===== src/rtl/jtbubl_rom_sched_if.sv =====
// rtl/jtbubl_rom_sched_if.sv - CPU ROM slot buses and SDRAM read port of the ROM scheduler
interface jtbubl_rom_sched_if #(
  parameter int SLOT0_AW = 18,
  parameter int SLOT1_AW = 15,
  parameter int SLOT2_AW = 12,
  parameter int SLOT3_AW = 15
);
  logic                slot0_cs;
  logic [SLOT0_AW-1:0] slot0_addr;
  logic                slot0_ok;
  logic [7:0]          slot0_dout;
  logic                slot1_cs;
  logic [SLOT1_AW-1:0] slot1_addr;
  logic                slot1_ok;
  logic [7:0]          slot1_dout;
  logic                slot2_cs;
  logic [SLOT2_AW-1:0] slot2_addr;
  logic                slot2_ok;
  logic [7:0]          slot2_dout;
  logic                slot3_cs;
  logic [SLOT3_AW-1:0] slot3_addr;
  logic                slot3_ok;
  logic [7:0]          slot3_dout;
  logic                sdram_req;
  logic [21:0]         sdram_addr;
  logic                sdram_ack;
  logic                data_rdy;
  logic [31:0]         data_read;
  logic                refresh_en;

  modport slave (
    input  slot0_cs, slot0_addr, slot1_cs, slot1_addr,
    input  slot2_cs, slot2_addr, slot3_cs, slot3_addr,
    input  sdram_ack, data_rdy, data_read,
    output slot0_ok, slot0_dout, slot1_ok, slot1_dout,
    output slot2_ok, slot2_dout, slot3_ok, slot3_dout,
    output sdram_req, sdram_addr, refresh_en
  );

  modport master (
    output slot0_cs, slot0_addr, slot1_cs, slot1_addr,
    output slot2_cs, slot2_addr, slot3_cs, slot3_addr,
    output sdram_ack, data_rdy, data_read,
    input  slot0_ok, slot0_dout, slot1_ok, slot1_dout,
    input  slot2_ok, slot2_dout, slot3_ok, slot3_dout,
    input  sdram_req, sdram_addr, refresh_en
  );
endinterface


===== src/rtl/jtbubl_rom_sched.sv =====
// rtl/jtbubl_rom_sched.sv - four-slot CPU ROM fetch scheduler with one-line caches onto one SDRAM read port
module jtbubl_rom_sched #(
  parameter int          SLOT0_AW     = 18,
  parameter int          SLOT1_AW     = 15,
  parameter int          SLOT2_AW     = 12,
  parameter int          SLOT3_AW     = 15,
  parameter logic [21:0] SLOT0_OFFSET = 22'h0,
  parameter logic [21:0] SLOT1_OFFSET = 22'h0,
  parameter logic [21:0] SLOT2_OFFSET = 22'h0,
  parameter logic [21:0] SLOT3_OFFSET = 22'h0
) (
  input  logic              clk,
  input  logic              rstn,
  input  logic              downloading,
  jtbubl_rom_sched_if.slave bus
);
  function automatic int max2(input int a, input int b);
    return (a > b) ? a : b;
  endfunction

  localparam int MAXAW = max2(max2(SLOT0_AW, SLOT1_AW), max2(SLOT2_AW, SLOT3_AW));
  localparam int TW    = MAXAW - 2;

  function automatic logic [21:0] slot_off(input logic [1:0] s);
    case (s)
      2'd0:    return SLOT0_OFFSET;
      2'd1:    return SLOT1_OFFSET;
      2'd2:    return SLOT2_OFFSET;
      default: return SLOT3_OFFSET;
    endcase
  endfunction

  typedef enum logic [1:0] {ST_IDLE, ST_REQ, ST_WAIT} state_t;

  state_t          state_q, state_d;
  logic [1:0]      last_q, last_d;
  logic [1:0]      grant_q, grant_d;
  logic [TW-1:0]   tag_lat_q, tag_lat_d;
  logic [21:0]     addr_q, addr_d;
  logic            req_q, req_d;
  logic [31:0]     data_q [4];
  logic [31:0]     data_d [4];
  logic [TW-1:0]   tag_q [4];
  logic [TW-1:0]   tag_d [4];
  logic [3:0]      valid_q, valid_d;

  // Narrower slots are zero-extended so all tags compare at a common width.
  logic [MAXAW-1:0] addr_x [4];
  logic [3:0]       cs, hit, ok, miss;
  logic [7:0]       dout [4];
  logic             found;
  logic [1:0]       sel, idx;

  always_comb begin
    addr_x[0] = MAXAW'(bus.slot0_addr);
    addr_x[1] = MAXAW'(bus.slot1_addr);
    addr_x[2] = MAXAW'(bus.slot2_addr);
    addr_x[3] = MAXAW'(bus.slot3_addr);
    cs = {bus.slot3_cs, bus.slot2_cs, bus.slot1_cs, bus.slot0_cs};
    for (int i = 0; i < 4; i++) begin
      hit[i]  = cs[i] & valid_q[i] & (tag_q[i] == addr_x[i][MAXAW-1:2]);
      ok[i]   = hit[i] & ~downloading;
      miss[i] = cs[i] & ~hit[i];
      dout[i] = ok[i] ? data_q[i][{addr_x[i][1:0], 3'b000} +: 8] : 8'h00;
    end
  end

  always_comb begin
    state_d   = state_q;
    last_d    = last_q;
    grant_d   = grant_q;
    tag_lat_d = tag_lat_q;
    addr_d    = addr_q;
    req_d     = req_q;
    data_d    = data_q;
    tag_d     = tag_q;
    valid_d   = downloading ? 4'b0000 : valid_q;
    found     = 1'b0;
    sel       = 2'd0;
    idx       = 2'd0;
    case (state_q)
      ST_IDLE: begin
        if (|miss && !downloading) begin
          // Round-robin: scan starting just after the previous grant.
          for (int k = 1; k <= 4; k++) begin
            idx = last_q + 2'(k);
            if (!found && miss[idx]) begin
              found = 1'b1;
              sel   = idx;
            end
          end
          grant_d   = sel;
          last_d    = sel;
          tag_lat_d = addr_x[sel][MAXAW-1:2];
          addr_d    = slot_off(sel) + 22'({addr_x[sel][MAXAW-1:2], 1'b0});
          req_d     = 1'b1;
          state_d   = ST_REQ;
        end
      end
      ST_REQ: begin
        if (downloading) begin
          req_d   = 1'b0;
          state_d = ST_IDLE;
        end else if (bus.sdram_ack) begin
          req_d   = 1'b0;
          state_d = ST_WAIT;
        end
      end
      ST_WAIT: begin
        if (bus.data_rdy) begin
          state_d = ST_IDLE;
          if (!downloading) begin
            data_d[grant_q]  = bus.data_read;
            tag_d[grant_q]   = tag_lat_q;
            valid_d[grant_q] = 1'b1;
          end
        end
      end
      default: state_d = ST_IDLE;
    endcase
  end

  always_ff @(posedge clk or negedge rstn) begin
    if (!rstn) begin
      state_q   <= ST_IDLE;
      last_q    <= 2'd3;
      grant_q   <= 2'd0;
      tag_lat_q <= '0;
      addr_q    <= '0;
      req_q     <= 1'b0;
      valid_q   <= 4'b0000;
      for (int i = 0; i < 4; i++) begin
        data_q[i] <= '0;
        tag_q[i]  <= '0;
      end
    end else begin
      state_q   <= state_d;
      last_q    <= last_d;
      grant_q   <= grant_d;
      tag_lat_q <= tag_lat_d;
      addr_q    <= addr_d;
      req_q     <= req_d;
      valid_q   <= valid_d;
      data_q    <= data_d;
      tag_q     <= tag_d;
    end
  end

  assign bus.slot0_ok   = ok[0];
  assign bus.slot1_ok   = ok[1];
  assign bus.slot2_ok   = ok[2];
  assign bus.slot3_ok   = ok[3];
  assign bus.slot0_dout = dout[0];
  assign bus.slot1_dout = dout[1];
  assign bus.slot2_dout = dout[2];
  assign bus.slot3_dout = dout[3];
  assign bus.sdram_req  = req_q;
  assign bus.sdram_addr = addr_q;
  // Held low in reset so every output reads 0 while rstn is asserted.
  assign bus.refresh_en = rstn & (((state_q == ST_IDLE) & ~|miss) | downloading);
endmodule


===== src/flat_wrapper.sv =====
// flat-port wrapper written by rule: the top's interface ports become plain ports
module jtbubl_rom_sched_flat 
#(
  parameter int          SLOT0_AW     = 18,
  parameter int          SLOT1_AW     = 15,
  parameter int          SLOT2_AW     = 12,
  parameter int          SLOT3_AW     = 15,
  parameter logic [21:0] SLOT0_OFFSET = 22'h0,
  parameter logic [21:0] SLOT1_OFFSET = 22'h0,
  parameter logic [21:0] SLOT2_OFFSET = 22'h0,
  parameter logic [21:0] SLOT3_OFFSET = 22'h0
)
  (clk, rstn, downloading, bus_slot0_cs, bus_slot0_addr, bus_slot1_cs, bus_slot1_addr, bus_slot2_cs, bus_slot2_addr, bus_slot3_cs, bus_slot3_addr, bus_sdram_ack, bus_data_rdy, bus_data_read, bus_slot0_ok, bus_slot0_dout, bus_slot1_ok, bus_slot1_dout, bus_slot2_ok, bus_slot2_dout, bus_slot3_ok, bus_slot3_dout, bus_sdram_req, bus_sdram_addr, bus_refresh_en);
  jtbubl_rom_sched_if #(.SLOT0_AW(SLOT0_AW), .SLOT1_AW(SLOT1_AW), .SLOT2_AW(SLOT2_AW), .SLOT3_AW(SLOT3_AW)) bus_i ();
  input  logic clk;
  input  logic rstn;
  input  logic downloading;
  input wire logic [$bits(bus_i.slot0_cs)-1:0] bus_slot0_cs;
  input wire logic [$bits(bus_i.slot0_addr)-1:0] bus_slot0_addr;
  input wire logic [$bits(bus_i.slot1_cs)-1:0] bus_slot1_cs;
  input wire logic [$bits(bus_i.slot1_addr)-1:0] bus_slot1_addr;
  input wire logic [$bits(bus_i.slot2_cs)-1:0] bus_slot2_cs;
  input wire logic [$bits(bus_i.slot2_addr)-1:0] bus_slot2_addr;
  input wire logic [$bits(bus_i.slot3_cs)-1:0] bus_slot3_cs;
  input wire logic [$bits(bus_i.slot3_addr)-1:0] bus_slot3_addr;
  input wire logic [$bits(bus_i.sdram_ack)-1:0] bus_sdram_ack;
  input wire logic [$bits(bus_i.data_rdy)-1:0] bus_data_rdy;
  input wire logic [$bits(bus_i.data_read)-1:0] bus_data_read;
  output wire logic [$bits(bus_i.slot0_ok)-1:0] bus_slot0_ok;
  output wire logic [$bits(bus_i.slot0_dout)-1:0] bus_slot0_dout;
  output wire logic [$bits(bus_i.slot1_ok)-1:0] bus_slot1_ok;
  output wire logic [$bits(bus_i.slot1_dout)-1:0] bus_slot1_dout;
  output wire logic [$bits(bus_i.slot2_ok)-1:0] bus_slot2_ok;
  output wire logic [$bits(bus_i.slot2_dout)-1:0] bus_slot2_dout;
  output wire logic [$bits(bus_i.slot3_ok)-1:0] bus_slot3_ok;
  output wire logic [$bits(bus_i.slot3_dout)-1:0] bus_slot3_dout;
  output wire logic [$bits(bus_i.sdram_req)-1:0] bus_sdram_req;
  output wire logic [$bits(bus_i.sdram_addr)-1:0] bus_sdram_addr;
  output wire logic [$bits(bus_i.refresh_en)-1:0] bus_refresh_en;
  assign bus_i.slot0_cs = bus_slot0_cs;
  assign bus_i.slot0_addr = bus_slot0_addr;
  assign bus_i.slot1_cs = bus_slot1_cs;
  assign bus_i.slot1_addr = bus_slot1_addr;
  assign bus_i.slot2_cs = bus_slot2_cs;
  assign bus_i.slot2_addr = bus_slot2_addr;
  assign bus_i.slot3_cs = bus_slot3_cs;
  assign bus_i.slot3_addr = bus_slot3_addr;
  assign bus_i.sdram_ack = bus_sdram_ack;
  assign bus_i.data_rdy = bus_data_rdy;
  assign bus_i.data_read = bus_data_read;
  assign bus_slot0_ok = bus_i.slot0_ok;
  assign bus_slot0_dout = bus_i.slot0_dout;
  assign bus_slot1_ok = bus_i.slot1_ok;
  assign bus_slot1_dout = bus_i.slot1_dout;
  assign bus_slot2_ok = bus_i.slot2_ok;
  assign bus_slot2_dout = bus_i.slot2_dout;
  assign bus_slot3_ok = bus_i.slot3_ok;
  assign bus_slot3_dout = bus_i.slot3_dout;
  assign bus_sdram_req = bus_i.sdram_req;
  assign bus_sdram_addr = bus_i.sdram_addr;
  assign bus_refresh_en = bus_i.refresh_en;
  jtbubl_rom_sched #(.SLOT0_AW(SLOT0_AW), .SLOT1_AW(SLOT1_AW), .SLOT2_AW(SLOT2_AW), .SLOT3_AW(SLOT3_AW), .SLOT0_OFFSET(SLOT0_OFFSET), .SLOT1_OFFSET(SLOT1_OFFSET), .SLOT2_OFFSET(SLOT2_OFFSET), .SLOT3_OFFSET(SLOT3_OFFSET)) u_core (.clk(clk), .rstn(rstn), .downloading(downloading), .bus(bus_i));
endmodule

===== config.mk =====
export PLATFORM = sky130hd
export DESIGN_NAME = jtbubl_rom_sched_flat
export DESIGN_NICKNAME = d
export VERILOG_FILES = /design/src/rtl/jtbubl_rom_sched_if.sv /design/src/rtl/jtbubl_rom_sched.sv /design/src/flat_wrapper.sv
export SDC_FILE = /design/constraint.sdc
export NUM_CORES = 1
export LEC_CHECK = 0
export ABC_AREA = 1
export CAP_MARGIN = 20
export CORE_MARGIN = 3
export CORE_UTILIZATION = 50
export CTS_BUF_LIST = sky130_fd_sc_hd__clkbuf_8 sky130_fd_sc_hd__clkbuf_16
export DETAILED_ROUTE_END_ITERATION = 8
export HOLD_SLACK_MARGIN = 0.15
export PLACE_DENSITY = 0.76
export SYNTH_ARGS = -nofsm -noshare
export SYNTH_HDL_FRONTEND = slang
export SYNTH_SLANG_ARGS = --single-unit

===== constraint.sdc =====
create_clock -name clk -period 2.5 [get_ports clk]
set_input_delay 0.375 -clock clk [delete_from_list [all_inputs] [get_ports clk]]
set_output_delay 0.375 -clock clk [all_outputs]
set_load 0.01 [all_outputs]

# Yosys cells after proc, flatten, opt, wreduce, memory -nomap -nowiden
# Cells that the tools add are included.
# W data, S select, Z words.
# classes
addsub	4
magnitude_cmp	9
n_eq_ne	9
shifts	4
mux	53
n_bitwise	27
reduce_logical	18
# ops
op	n
$bwmux W128	1
$shiftx A32 B6 Y8	4
$bwmux W64	1
$demux W32 S2	1
$mux W22	2
$bmux W18 S2	1
$mux W18	2
$demux W16 S2	1
$eq A16 B13 Y1	2
$mux W32	1
$mux W8	4
$add A22 B17 Y22	1
$mux W2	10
$and A1 B1 Y1	18
$mux W1	17
$eq A16 B10 Y1	1
$eq A16 B16 Y1	1
$mux W16	1
$mux W4	4
$lt A2 B3 Y1 const B	5
$reduce_and A3 Y1	3
$bmux W1 S2	4
$ge A3 B3 Y1 const B	2
$logic_and A1 B1 Y1	6
21 further kinds	31
# totals
regBits	241
input_bits	101
word_cells	139

# Longest topological paths before layout
# logic_depth
ltp_word	29
depth_mapped	21

# Least setup slack after synthesis
# No wires, ideal clock.
# synth_path
path_type	register -> register
start	register u_core.last_q[0]
end	register u_core.addr_q[10] (netlist: u_core.bus.sdram_addr[10])
setup_time_ns	0.066
arrival_ns	1.972
required_ns	2.434
setup_slack_ns	0.462
stages_incl_launch_ff	14
n_path_buf	2
path_cell_list	dfstp_2 buf_4 xor2_2 inv_1 nand3_1 nand2_2 inv_2 nand4_1 a21oi_4 buf_6 nand3_2 nand2_1 nand2_1 nand2_1
# synth_via
elab_chain_cells	26
word_cells_on_any_way	37
classes_between	add/sub (4); mux (26); bitwise (1); reduce/logical (6)
# synth_rtl
item	line_no	text
start: declaration	jtbubl_rom_sched.sv:36	logic [1:0] last_q, last_d;
start signal: assignment	jtbubl_rom_sched.sv:138	last_q <= last_d;
$add A2 B1 Y2	jtbubl_rom_sched.sv:86	idx = last_q + 2'(k);
$bmux W1 S2	jtbubl_rom_sched.sv:87	if (!found && miss[idx]) begin
$mux W1 (implied by the code)	jtbubl_rom_sched.sv:87	
$mux W1	jtbubl_rom_sched.sv:87	
$mux W1	jtbubl_rom_sched.sv:83	if (|miss && !downloading) begin
$mux W1	jtbubl_rom_sched.sv:81	case (state_q)
$logic_not A1 Y1	jtbubl_rom_sched.sv:87	
$logic_and A1 B1 Y1	jtbubl_rom_sched.sv:87	
[... 9 more ...]	-	
$logic_and A1 B1 Y1	jtbubl_rom_sched.sv:87	
$mux W2 *	jtbubl_rom_sched.sv:87	
$mux W2 *	jtbubl_rom_sched.sv:83	
$mux W2 *	jtbubl_rom_sched.sv:81	
$not A2 Y3 (implied by the code) *	jtbubl_rom_sched.sv:95	addr_d = slot_off(sel) + 22'({addr_x[sel][MAXAW-1:2], 1'b0});
$bmux W18 S2 *	jtbubl_rom_sched.sv:95	
$mux W18 (implied by the code) * (2 in a row)	jtbubl_rom_sched.sv:95	
$add A22 B17 Y22 *	jtbubl_rom_sched.sv:95	
end signal: assignment	jtbubl_rom_sched.sv:141	addr_q <= addr_d;
end: declaration	jtbubl_rom_sched.sv:39	logic [21:0] addr_q, addr_d;
# Mark *: on every way between the ends. The rest lies on a longest branch, timed or not. The select of a mux whose other input is x is not followed.
# A chain may end at the register's enable or synchronous reset.

# Worst setup path after layout
# layout_path
start	register u_core.tag_q[29] (netlist name)
end	output port bus_slot2_dout[6]
# layout_via
elab_chain_cells	4
# layout_rtl
item	line_no	text
start: declaration	jtbubl_rom_sched.sv:43	logic [TW-1:0] tag_q [4];
start signal: assignment	jtbubl_rom_sched.sv:145	tag_q <= tag_d;
$eq A16 B10 Y1	jtbubl_rom_sched.sv:61	hit[i] = cs[i] & valid_q[i] & (tag_q[i] == addr_x[i][MAXAW-1:2]);
$and A1 B1 Y1	jtbubl_rom_sched.sv:61	
$and A1 B1 Y1	jtbubl_rom_sched.sv:62	ok[i] = hit[i] & ~downloading;
$mux W8	jtbubl_rom_sched.sv:64	dout[i] = ok[i] ? data_q[i][{addr_x[i][1:0], 3'b000} +: 8] : 8'h00;
end: declaration	flat_wrapper.sv:34	output wire logic [$bits(bus_i.slot2_dout)-1:0] bus_slot2_dout;
# Every way passes these cells.

==> key figures <==
Cells and area
  • Layout cells sized above 1: roughly a quarter
  • Antenna Cells: 0
  • Fin util: about three quarters
  • Nets: between 1500 and 2000
  • Number of fill cells: 1571
  • Syn-to-layout area delta: 42.3%

Worst setup path
  • Setup crit end kind: output pin
  • CP max stage delay: 0.40 ns
  • Data required time at the worst endpoint: around 2.1 ns
  • CP Class: reg -> out
  • Critical path, cell by cell: nor2_2 > nand2_2 > nor4_4 > nand3_1 > nor2_1 > buf_4 > clkinvlp_4 > buf_6 > a21oi_2 > buf_2
  • Critical path startpoint category: register
  • CP Buf/Inv Count: 4
  • CP max stage cell: dfrtp_1
  • CP max FO: 4
  • Critical path's top delay family: simple AND/OR/NAND/NOR gates
  • Arr. time, crit path: ~2.5 ns

Timing
  • Fin crit period: between 2 and 3 ns
  • Final period util: 113%
  • Slew @ Worst Pin: 0.643 ns
  • Fin. Hold Viols: 0
  • RSZ-0062 raised after global routing: yes
  • Hold slack: 0.195 ns
  • Clock Skews: 0.00958 ns
  • Slew headroom: between 50 and 60%
  • Setup ws final: -0.328 ns
  • Slew Viols, Final: 0
  • Setup-failing EPs final: 50
  • Achievable clock frequency: 354 MHz

Global route
  • Gr ovfl total: 0
  • Vias in the first global route: approximately 11000
  • Largest net degree at the start of global routing: approximately 110
  • First-pass GRT wire length: 60300 µm
  • GRT Util Overall: between 30% and 40%
  • Initial antenna violation count: 0

CTS
  • CTS Root Cell: clkbuf_16
  • Worst-case clock buffer depth: 3
  • TritonCTS Buffers: 24
  • CTS tree: yes
  • H-tree levels: 1
  • Clock Latency Late Sink: about 0.52 ns
  • Clk sinks: between 200 and 250
  • Clock transition at the registers of the reported paths: 0.07 ns

Placed design
  • GPL Wtd Cong: approximately 1
  • Hpwl dp: about 27000 µm
  • Port bufs: 154

Synthesis
  • Proportion of synthesized area in mux cells: 0%
  • Synth Instances: 1494
  • Compound-Gate Fraction of Synth Area: about 15%
  • Post-Syn Area: ~11000 µm²
  • Combinational family with the most area after synthesis: simple AND/OR/NAND/NOR gates
  • Post-synthesis adder-cell area fraction: 0%
  • Synth Register Bits: roughly 220
  • XOR/XNOR Fraction of Synth Area: 0.700%
  • Distinct cell type count after synthesis: 31
  • Register area share after synthesis: approximately half
  • Simple-gate share of the synthesized area: a little over a quarter
  • Yosys warnings: 0
  • Mean area per synthesized cell: between 7 and 8 µm²

Pwr
  • Leak: around 7.7 nW
  • Seq pwr share: around a third
  • Net Sw Power: a little under 7 mW
  • Combinational fraction of design power: 45.9%
  • Pwr dens: 1090 nW/µm²
  • Max IR drop VDD: around 0.00069 V
  • Clock share of power: a little over a fifth
  • Internal cell power: 10.4 mW
  • Sw frac: roughly two fifths

Floorplanning
  • Die Y-Extent: between 150 and 200 µm
  • Die area: 24000 µm²
  • Core area: 21400 µm²
  • Die width: 155 µm
  • I/O pin count: roughly 160
  • Rows: between 50 and 60
  • Starting Density: 51.7%

Route
  • Initial DRC Count: about 1200
  • Routed vias/inst: about 5.6
  • Vias: approximately 12000
  • Pre-Repair DR Iteration Count: 7
  • Detail Route Antenna Nets: 0
  • Average routed wire per standard cell: 19.3 µm
  • Total wire length: 40200 µm
  • Drt drc: 0

Status
  • Failing checks: setup timing
  • Status: complete, but fails checks

Job
  • Max-cap violations: 0

Worst hold path
  • Worst hold path type: in -> reg
power by group through the flow:
stage / clock, mW / combinational (mW) / sequential [mW]
after global placement: 0 / 5.80 / 5.50
after detailed placement: 0 / 5.93 / 5.56
final: 3.73 / 7.92 / 5.60
after floorplan: 0 / 3.62 / 5.33
after global routing: 3.93 / 8.58 / 5.71
after CTS: 3.75 / 6.71 / 5.53
worst reg2reg max path, delay by kind of cell, from the launching register on:
kind	cells	cell delay, ns
and+or+nand+nor	12	1.21
buffers and inverters	5	0.72
DFF	1	0.38
AOI/OAI and AO/OA	1	0.27
through the flow:
stage / worst slack [ns] / area [µm²] / TNS (ns) / cells / power (mW)
after floorplan: 0.462 / 11100 / 0 / 1499 / 8.95
after global placement: -0.550 / 14000 / -25.01 / 1994 / 11.3
after detailed placement: -0.578 / 14000 / -26.08 / 1994 / 11.5
after CTS: -0.288 / 15300 / -6.93 / 2067 / 16.0
after global routing: -0.425 / 15800 / -15.90 / 2078 / 18.2
final: -0.328 / 15800 / -10.25 / 2078 / 17.2
cells in the mapped netlist:
cell      count  share of area (%)
a21oi_1      40                1.8
a21oi_4       1               0.15
buf_1         6               0.20
buf_2         3               0.14
buf_4        10               0.68
buf_6         3               0.30
clkbuf_1     53                1.8
conb_1        1              0.034
dfrtp_1     217                 49
dfstp_2       2               0.47
inv_1       160                5.4
inv_2         2              0.068
nand2_1     406                 14
nand2_2       4               0.23
nand2_4       2               0.20
nand3_1      66                3.0
nand3_2      13                1.2
nand3_4       2               0.32
nand3b_1      1              0.068
nand4_1      13               0.73
nor2_1      185                6.3
nor2_2        5               0.28
nor3_1        3               0.14
nor4_1        3               0.17
o21a_1        1              0.068
o21ai_0     277                 13
o21ai_1       6               0.27
o32ai_1       1              0.079
xnor2_1       6               0.47
xor2_1        1              0.079
xor2_2        1               0.15
kinds of logic after synthesis:
family / count (synthesis)
AOI/OAI and AO/OA: 326
xor gates and xnor gates: 8
buffers and inverters: 237
DFF: 219
other: 1
and+or+nand+nor: 703
path summary, 6_finish.rpt:
path                                     from                         to  slack, ns  cells after the start
max                          u_core.tag_q[29]          bus_slot2_dout[6]      -0.33                     10
min                        bus_slot0_addr[16]  u_core.bus.sdram_addr[15]       0.20                      3
max reg2reg                  u_core.tag_q[14]  u_core.bus.sdram_addr[11]      -0.15                     18
min reg2reg                u_core.data_q[126]         u_core.data_q[126]       0.48                      2
max in group asynchronous                rstn         u_core.data_q[113]       1.43                      3
min in group asynchronous                rstn          u_core.state_q[1]       0.51                      3
layer usage:
metal / wire length, µm / part of all wire, % / vias up / global-route usage (%)
met3: 4030 / 10 / 128 / 6.18
li1: - / - / 5327 / -
met4: 2010 / 5.0 / 0 / 14.4
met5: 0 / 0 / - / 0
met2: 19000 / 47 / 711 / 52.0
met1: 15200 / 38 / 5439 / 41.0
cells in the final DEF, fill, tap and decap left out, types with 14 or more instances in the layout:
cell type	netlist	layout
buf_4	10	138
nor2_2	5	14
buf_12	0	19
buf_2	3	28
a21oi_2	0	27
clkbuf_16	0	28
nand2_1	406	360
nand3_2	13	26
nand3_1	66	42
dfrtp_1	217	216
clkdlybuf4s50_1	0	112
buf_6	3	27
nand2_2	4	44
o21ai_0	277	268
nor2_1	185	174
inv_1	160	155
registers in the layout (all words and copies together), names as in the netlist:
name and flops:
u_core.state_q 2, u_core.data_q 128, u_core.tag_q 64, u_core.bus.sdram_req 1, u_core.last_q 2, u_core.valid_q 4
u_core.bus.sdram_addr 16, u_core.grant_q 2
timing repair:
action / 4_1_cts / 5_1_grt
setup buffers: 29 / 14
gates cloned: 1 / 4
pin swaps: 39 / 44
hold buffers: 1 / 0
setup endpoints to repair: 50 / 57
hold endpoints to repair: 217 / 0
gates resized for setup: 239 / 114
area by class of cell:
cell class	count	area [µm²]	area share, %
Multi-Input combinational cell	1043	5340	33.8
Clock inverter	17	180	1.14
Tap cell	275	344	2.18
Sequential cell	219	5480	34.8
Timing Repair Buffer	335	3150	19.9
Clock buffer	27	653	4.14
Inverter	162	626	3.97
Note: power is estimated with default switching activity, not from simulation.
